$ cat src/rtl/pipe_hazard_sb.sv
// pipe_hazard_sb -- ID-stage scoreboard hazard / forwarding unit.
//
// Tracks every in-flight register write by age (1..NSTAGE) and latency
// class (ALU, LOAD, MDU). From that state it produces RAW stalls, operand
// forwarding selects, an MDU structural stall, and a saturating stall counter.
//
// Ports:
//   clock, resetn          rising-edge clock, asynchronous active-low reset
//   id_valid               ID holds a real instruction
//   rs, rt, use_rs, use_rt source registers and their use flags
//   wreg, rd, lat_class    destination write enable, register, latency class
//   flush                  squash the ID instruction
//   hold                   global pipeline freeze
//   stall, issue           ID interlock / issue (combinational)
//   fwda, fwdb             operand source: 0 = register file, k = stage at age k
//   mdu_busy               MDU occupied (registered state)
//   perf_stall             saturating count of stall cycles (registered state)
module pipe_hazard_sb #(
    parameter int NREG     = 32,
    parameter int AW       = $clog2(NREG),
    parameter int NSTAGE   = 3,
    parameter int LOAD_LAT = 1,
    parameter int MDU_LAT  = 2,
    parameter int FW       = $clog2(NSTAGE + 1)
) (
    input  logic          clock,
    input  logic          resetn,
    input  logic          id_valid,
    input  logic [AW-1:0] rs,
    input  logic [AW-1:0] rt,
    input  logic          use_rs,
    input  logic          use_rt,
    input  logic          wreg,
    input  logic [AW-1:0] rd,
    input  logic [1:0]    lat_class,
    input  logic          flush,
    input  logic          hold,
    output logic          stall,
    output logic          issue,
    output logic [FW-1:0] fwda,
    output logic [FW-1:0] fwdb,
    output logic          mdu_busy,
    output logic [31:0]   perf_stall
);

    localparam int CW = $clog2(MDU_LAT + 1);

    // Age at which a result of the given class can be forwarded.
    function automatic logic [FW-1:0] rdy_age(input logic [1:0] cls);
        logic [FW-1:0] r;
        case (cls)
            2'd1:    r = FW'(LOAD_LAT + 1);
            2'd2:    r = FW'(MDU_LAT);
            default: r = FW'(1);
        endcase
        return r;
    endfunction

    logic [NREG-1:0] v_q, v_d;
    logic [FW-1:0]   age_q [NREG];
    logic [FW-1:0]   age_d [NREG];
    logic [1:0]      cls_q [NREG];
    logic [1:0]      cls_d [NREG];
    logic [CW-1:0]   cnt_q, cnt_d;
    logic [31:0]     perf_q, perf_d;

    logic raw_rs_s, raw_rt_s, struct_s, mdu_issue_s, set_rd_s;

    // Hazard detection, issue and forwarding selects from the pre-edge state.
    always_comb begin
        raw_rs_s = use_rs && (rs != {AW{1'b0}}) && v_q[rs] &&
                   (age_q[rs] < rdy_age(cls_q[rs]));
        raw_rt_s = use_rt && (rt != {AW{1'b0}}) && v_q[rt] &&
                   (age_q[rt] < rdy_age(cls_q[rt]));
        mdu_busy = (cnt_q != {CW{1'b0}});
        struct_s = wreg && (lat_class == 2'd2) && mdu_busy;
        stall    = id_valid && (raw_rs_s || raw_rt_s || struct_s);
        issue    = id_valid && !stall && !flush && !hold;
        if (use_rs && (rs != {AW{1'b0}}) && v_q[rs]) begin
            fwda = age_q[rs];
        end else begin
            fwda = {FW{1'b0}};
        end
        if (use_rt && (rt != {AW{1'b0}}) && v_q[rt]) begin
            fwdb = age_q[rt];
        end else begin
            fwdb = {FW{1'b0}};
        end
        // The MDU is occupied by any issued MDU op, even one writing r0.
        mdu_issue_s = issue && wreg && (lat_class == 2'd2);
        set_rd_s    = issue && wreg && (rd != {AW{1'b0}});
        perf_stall  = perf_q;
    end

    // Next-state: age entries, retire at NSTAGE, allocate the issuing writer.
    always_comb begin
        v_d    = v_q;
        age_d  = age_q;
        cls_d  = cls_q;
        cnt_d  = cnt_q;
        perf_d = perf_q;
        if (!hold) begin
            for (int r = 1; r < NREG; r++) begin
                if (v_q[r] && (age_q[r] == FW'(NSTAGE))) begin
                    v_d[r] = 1'b0;
                end else if (v_q[r]) begin
                    age_d[r] = age_q[r] + FW'(1);
                end else begin
                    v_d[r] = v_q[r];
                end
            end
            // A new writer replaces any older entry for the same register.
            if (set_rd_s) begin
                v_d[rd]   = 1'b1;
                age_d[rd] = FW'(1);
                cls_d[rd] = lat_class;
            end else begin
                v_d[0] = 1'b0;
            end
            if (mdu_issue_s) begin
                cnt_d = CW'(MDU_LAT);
            end else if (cnt_q != {CW{1'b0}}) begin
                cnt_d = cnt_q - CW'(1);
            end else begin
                cnt_d = cnt_q;
            end
            if (stall && (perf_q != 32'hFFFF_FFFF)) begin
                perf_d = perf_q + 32'd1;
            end else begin
                perf_d = perf_q;
            end
        end else begin
            v_d = v_q;
        end
        v_d[0] = 1'b0;
    end

    // State registers; reset discards every pending entry immediately.
    always_ff @(posedge clock or negedge resetn) begin
        if (!resetn) begin
            v_q    <= {NREG{1'b0}};
            cnt_q  <= {CW{1'b0}};
            perf_q <= 32'd0;
            for (int r = 0; r < NREG; r++) begin
                age_q[r] <= {FW{1'b0}};
                cls_q[r] <= 2'd0;
            end
        end else begin
            v_q    <= v_d;
            cnt_q  <= cnt_d;
            perf_q <= perf_d;
            for (int r = 0; r < NREG; r++) begin
                age_q[r] <= age_d[r];
                cls_q[r] <= cls_d[r];
            end
        end
    end

endmodule

$ cat config.mk
export PLATFORM = sky130hd
export DESIGN_NAME = pipe_hazard_sb
export DESIGN_NICKNAME = d
export VERILOG_FILES = /design/src/rtl/pipe_hazard_sb.sv
export SDC_FILE = /design/constraint.sdc
export NUM_CORES = 1
export LEC_CHECK = 0
export ABC_AREA = 0
export ABC_CLOCK_PERIOD_IN_PS = 5500
export BUFFER_PORTS_ARGS = -buffer_cell sky130_fd_sc_hd__buf_2
export CORE_AREA = 2 2 182 184
export DETAILED_ROUTE_END_ITERATION = 7
export DIE_AREA = 0 0 184 186
export PLACE_DENSITY = 0.63
export SLEW_MARGIN = 20
export SYNTH_ARGS = -nofsm -noshare
export SYNTH_HDL_FRONTEND = slang
export SYNTH_SLANG_ARGS = --single-unit
$ cat constraint.sdc
create_clock -name clock -period 5.5 [get_ports clock]
set_input_delay 1.1 -clock clock [delete_from_list [all_inputs] [get_ports clock]]
set_output_delay 1.1 -clock clock [all_outputs]
set_load 0.05 [all_outputs]
Word level (Yosys, flattened, before mapping)
Index checks and enable logic that the tools add are counted.

word-level totals
  bits of input ports = 25
  output and inout port bits = 39
  register bits after elaboration = 193
  logic and storage cells = 403

operators by class
  eq/ne operators = 37
  $add $sub $neg = 33
  magnitude comparators = 10
  multiplexer cells = 184
  bitwise logic cells = 8
  reductions and logical operators = 64

operators by type and width
  kind                                                  number
  two-way mux 2 bit                                     108
  equality test 2 bit (second input constant)           34
  two-way mux 1 bit                                     65
  bitwise mux 64 bit                                    1
  bitwise OR 32 bit                                     2
  adder 2 x 1 -> 2 bit (second input constant)          31
  two-way mux 62 bit                                    1
  logical AND 1 bit                                     49
  binary-select mux 2 bit (select 5 bit)                4
  adder 32 x 1 -> 32 bit (second input constant)        1
  AND 32 bit                                            1
  inequality test 32 bit (second input constant)        1
  inverter 32 bit                                       1
  two-way mux 31 bit                                    1
  >= comparator 6 bit (second input constant)           3
  < comparator 5 x 6 -> 1 bit (second input constant)   3
  inverter 5 -> 6 bit                                   3
  nonzero test 5 bit                                    3
  binary-select mux 1 bit (select 5 bit)                2
  demux 2 bit (select 5 bit)                            1
  < comparator 6 x 1 -> 1 bit (second input constant)   1
  AND reduction 2 bit                                   3
  demux 1 bit (select 5 bit)                            1
  >= comparator 5 x 1 -> 1 bit (second input constant)  1
  8 further kinds                                       15

Longest topological paths before layout
Gate-level depths: netlist of run 1.

  depth in word-level cells = 20
  mapped depth = 19
  depth with buffers taken out = 13

Worst setup path before layout of run 1
Ideal clock, no wire load.

  path kind = input port to output port
  start point = in rs[0]
  end point = out stall
  arrival = 4.767 ns
  slack = -0.367 ns
  cell stages on the path = 14
  buffers on the path = 7
  required time = 4.400 ns
  cell sequence = buf_4 -> buf_4 -> buf_2 -> buf_4 -> mux4_2 -> mux4_2 -> mux2_2 -> ha_1 -> o32a_2 -> o211ai_4 -> buf_6 -> buf_4 -> buf_4 -> and2_1

on the way
  cells in the longest elaborated chain, start to end = 12
  elaborated cells on any way between the ends = 21
  those cells by class = order compare: 1; eq/ne: 2; mux: 9; bitwise: 1; reduce/logical: 8

RTL lines
  item                                                                        RTL line  source
  from (decl)                                                                 29        input logic [AW-1:0] rs,
  inverter 5 -> 6 bit (not written as such)                                   72        (age_q[rs] < rdy_age(cls_q[rs]));
  binary-select mux 2 bit (select 5 bit)                                      72
  two-way mux 2 bit (not written as such) (2 in a row)                        72
  equality test 2 bit / equality test 2 x 1 -> 1 bit (equally long branches)  51        case (cls)
  OR reduction 2 bit (no source line)                                         --
  two-way mux 2 bit                                                           51
  < comparator 2 bit                                                          72
  logical AND 1 bit (*)                                                       71        raw_rs_s = use_rs && (rs != {AW{1'b0}}) && v_q[rs] &&
  logical OR 1 bit (*) (2 in a row)                                           77        stall = id_valid && (raw_rs_s || raw_rt_s || struct_s);
  logical AND 1 bit (*)                                                       77
  to (decl)                                                                   38        output logic stall,

Mark *: on every way between the ends. The rest lies on a longest branch, timed or not. The select of a mux whose other input is x is not followed.

Final worst setup path of run 1
  start point = in rs[1]
  end point = out stall

Same word-level chain as after synthesis.

==> results.toml, run 1 <==
[status]
status = "finished, final reports clean"

[die]
core.rowCount = 66
dieArea_um2 = 34220
ios = 64
initial_core_util_pct = 37.44
dieHeight_um = 186
core_area_um2 = 32210
dieWidth_um = 184

[drt]
dr.pass1.iters = 5
post_drt_wl_per_cell_um = 23.16
post_drt_via_cell_ratio = 5.953
num_vias = 9096
wl_um = 35390
drc_errors = 0
postRouteAntennaNets = 0
drtIter0Drc = 899

[cts]
numCtsBuffers = 17
cts_tree = "built"
clk_latency_ps = 450
ctsHtreeMaxLevel = 4
cts_buffer_depth = 2
cts_hold_buf = 0
post-cts-setup-buffers = 0
cts.clk_slew.worst_paths_ps = 70
cts_resized = 0
root_buffer = "clkbuf_16"
cts.sinks = 193

[synth]
synth_edf_count = 0
ys_async_sr_fraction_pct = 100.0
synth.distinct_cells = 65
synth_nets = 1123
synth.top_cell.area_share_pct = 40.05
synthTopCellsByArea = "dfrtp_1 (40%), mux4_2 (11%), mux2_1 (5.9%)"
synth_area_um2 = 12060
syn_area_per_cell_um2 = 11.34
yosys_warnings = 0
synth-seq-area-share_pct = 40.05
synthFlopType = "dfrtp_1"
synth-seq-cells = 193
synth_area_leader_cell = "dfrtp_1"
syn_inst = 1063

[timing]
max_freq_mhz = 186.6
setup_viol = 0
final.setup.worst_slack_ps = 142.4
tns_ps = 0
tightest_slew_ps = 885.2
fin_worst_skew_ps = 15.66
slew_headroom_pct = 40.77
drv_slew = 0
post-route-period-util_pct = 97.41
rsz0062_at_grt = "false"
hold_violations = 0
min_period_ps = 5358

[setup_path]
crit_family = "multiplexers"
crit_arrival_ps = 4260
required_ps = 4400
worstSetupPathType = "in2out"
critPathLaunchType = "input pin"
cp_slowest_cell = "mux4_2"
slowest_delay_ps = 500
path_max_fanout = 11
path_cells = "clkbuf_4 -> buf_4 -> buf_4 -> mux4_2 -> mux4_2 -> mux2_2 -> ha_1 -> o32a_2 -> o211ai_4 -> and2_4 -> buf_2"
cp_num_buf_inv = 4
crit_path_end_kind = "output port"

[place]
pre_cts_slack_ps = 48.58
place_area_um2 = 12790
io_buffer_count = 63
gp_congestion = 1.037
dp_hpwl_um = 26060

[layout]
design_area_um2 = 13400
antenna_cells = 0
nets = 1167
final_cell_mix = "dfrtp_1 (193), nand2_1 (86), mux2_1 (63)"
ff_latch_area_um2 = 4830
final_common_cell = "dfrtp_1"
syn_to_final_growth_pct = 11.12
drive_gt1_share_pct = 21.25
multi_input_area_um2 = 6643
num-fill-cells = 3058

[global_route]
overflow = 0
grt_pass1_vias = 9033
grtUsageTotal_pct = 21.46
antenna_found_initial = 0
grt_max_degree = 103
grt_pass1_wl_um = 54700

[power_and_ir_drop]
leakagePower_nw = 5.940
irDropWorstVdd_v = 0.0001645
power.density_nw_per_um2 = 328.7
total_power_mw = 4.405

[worst_hold_path]
hold_class = "reg2reg"

[job]
maxCapViolations = 0
[power breakdown]
group | switching, mW | internal (mW)
Sequential | 0.327 | 1.63
Combinational | 0.596 | 0.522
Clock | 0.625 | 0.701
Total | 1.55 | 2.86
[metrics by stage]
stage                     instances  utilization [%]  hold WS (ps)
after floorplan                1063                -         441.3
after global placement         1496            39.71         381.2
after detailed placement       1496            39.71         387.0
after CTS                      1528            41.60         405.5
after global routing           1528            41.61         415.0
final                          1528            41.61         400.5
[metal layers]
layer	share of wire (%)	vias up	routed length (um)	global-route usage (%)
met5	0	-	0	0
met4	4.8	0	1694	10.72
met3	6.8	88	2423	3.972
met2	46	421	16390	33.75
met1	42	4601	14890	28.50
li1	-	3986	-	-
[final timing paths]
path / endpoint / cells after the start / start / slack [ps]
max: stall / 11 / rs[1] / 140
min: age_q[62] / 0 / age_q[62] / 400
max reg2reg: cls_q[29] / 10 / age_q[1] / 1580
min reg2reg: age_q[62] / 0 / age_q[62] / 400
max in group asynchronous: cnt_q[0] / 2 / resetn / 3750
min in group asynchronous: cls_q[20] / 1 / resetn / 720
[state kept, by name, indices dropped and copies added, names as in the netlist]
name,flops
perf_stall,32
cls_q,64
age_q,64
cnt_q,2
v_q,31
[cells in the mapped netlist, drive strengths merged, types with 32 or more instances]
master  instances
xnor2          62
nor2           49
inv            44
nand2          86
o21ai          82
mux4           62
ha             35
mux2i          59
buf            38
nand3          32
dfrtp         193
mux2           79
[final cells by class]
class	instances	area share (%)
flip-flops and latches	193	36.04
clock inverters	14	1.270
clock buffers	18	3.277
inverters	45	1.260
well taps	408	3.810
repair buffers	93	4.771
multi-input cells	757	49.57
[cells by family after synthesis]
| family | synth area share, % |
|---|---|
| XOR/XNOR | 4.711 |
| buffers and inverters | 4.959 |
| multiplexers | 23.98 |
| AND/OR/NAND/NOR | 15.08 |
| flip-flops | 40.05 |
| adder cells (fa/ha/maj) | 3.631 |
| AO/OA/AOI/OAI | 7.595 |
Power figures use the tool's default switching activity.
==> run 2: changes to the inputs <==
CORE_AREA = 2 2 152 154   (was 2 2 182 184)
DIE_AREA = 0 0 154 156   (was 0 0 184 186)
PLACE_DENSITY = 0.82   (was 0.63)
==> results.toml, run 2 (synthesis results as in run 1) <==
[status]
status = "finished, final reports clean"

[die]
ios = 64
dieWidth_um = 154
dieHeight_um = 156
core_area_um2 = 22370
initial_core_util_pct = 53.92
core.rowCount = 55
dieArea_um2 = 24020

[cts]
clk_latency_ps = 460
cts_buffer_depth = 2
ctsHtreeMaxLevel = 4
cts.clk_slew.worst_paths_ps = 80
numCtsBuffers = 17
cts_resized = 0
cts_tree = "built"
cts.sinks = 193
root_buffer = "clkbuf_16"
post-cts-setup-buffers = 0
cts_hold_buf = 0

[global_route]
overflow = 0
grt_pass1_wl_um = 52240
antenna_found_initial = 0
grtUsageTotal_pct = 28.34
grt_max_degree = 111
grt_pass1_vias = 9212

[drt]
num_vias = 9240
drc_errors = 0
dr.pass1.iters = 6
drtIter0Drc = 1080
wl_um = 32860
post_drt_via_cell_ratio = 6.577
post_drt_wl_per_cell_um = 23.39
postRouteAntennaNets = 0

[setup_path]
critPathLaunchType = "input pin"
required_ps = 4400
cp_num_buf_inv = 2
crit_family = "multiplexers"
crit_arrival_ps = 4160
path_max_fanout = 14
worstSetupPathType = "in2out"
cp_slowest_cell = "mux4_2"
slowest_delay_ps = 560
path_cells = "buf_2 -> mux4_2 -> mux4_2 -> mux2_2 -> ha_1 -> o32a_2 -> o211ai_4 -> and2_4 -> buf_2"
crit_path_end_kind = "output port"

[power_and_ir_drop]
leakagePower_nw = 5.919
power.density_nw_per_um2 = 329.1
irDropWorstVdd_v = 0.0002373

[timing]
final.setup.worst_slack_ps = 241.7
post-route-period-util_pct = 95.60
fin_worst_skew_ps = 20.88
max_freq_mhz = 190.2
min_period_ps = 5258
hold_violations = 0
setup_viol = 0
drv_slew = 0
tightest_slew_ps = 881.6
whs_ps = 412.2
rsz0062_at_grt = "false"
slew_headroom_pct = 41.23

[place]
gp_congestion = 1.015
io_buffer_count = 63
place_area_um2 = 12600
pre_cts_slack_ps = 242.2
dp_hpwl_um = 24040

[layout]
drive_gt1_share_pct = 21.25
final_common_cell = "dfrtp_1"
final_cell_mix = "dfrtp_1 (193), nand2_1 (86), mux2_1 (63)"
fin_util_pct = 58.99
nets = 1167
antenna_cells = 0
syn_to_final_growth_pct = 9.411
design_area_um2 = 13190

[worst_hold_path]
hold_class = "reg2reg"

[job]
maxCapViolations = 0
run 2: per-stage QoR:
stage | power, mW | TNS (ps) | std cells
6_report | 4.343 | 0 | 1405
4_1_cts | 4.332 | 0 | 1405
3_5_place_dp | 3.062 | 0 | 1373
5_1_grt | 4.532 | 0 | 1405
3_3_place_gp | 2.987 | 0 | 1373
2_1_floorplan | 2.704 | -15.03 | 1063
run 2: area by class of cell:
| cell class | count | area, um^2 |
|---|---|---|
| flip-flops and latches | 193 | 4830 |
| repair buffers | 93 | 599.3 |
| well taps | 285 | 356.6 |
| multi-input cells | 757 | 6643 |
| inverters | 45 | 168.9 |
| fillers | 1729 | 9171 |
| clock buffers | 17 | 425.4 |
| clock inverters | 15 | 171.4 |
run 2: power breakdown:
group          internal (mW)  leakage (nW)  switching [mW]
sequential              1.63          2.53           0.318
clock                  0.620         0.293           0.654
combinational          0.522          3.09           0.596
run 2: per-layer routing:
metal | global-route usage [%] | share of wire [%]
met1 | 37.86 | 39
met2 | 43.41 | 46
met3 | 8.111 | 11
met4 | 12.42 | 3.8
met5 | 0 | 0
run 2: path summary, 6_finish.rpt:
check                          start         to  slack (ps)  cells past startpoint
max                            rs[0]      stall         240                      9
min                        age_q[63]  age_q[63]         410                      0
max reg2reg                 age_q[7]  cls_q[39]        1550                     10
min reg2reg                age_q[63]  age_q[63]         410                      0
max in group asynchronous     resetn  age_q[62]        3650                      2
min in group asynchronous     resetn   cls_q[2]         770                      1
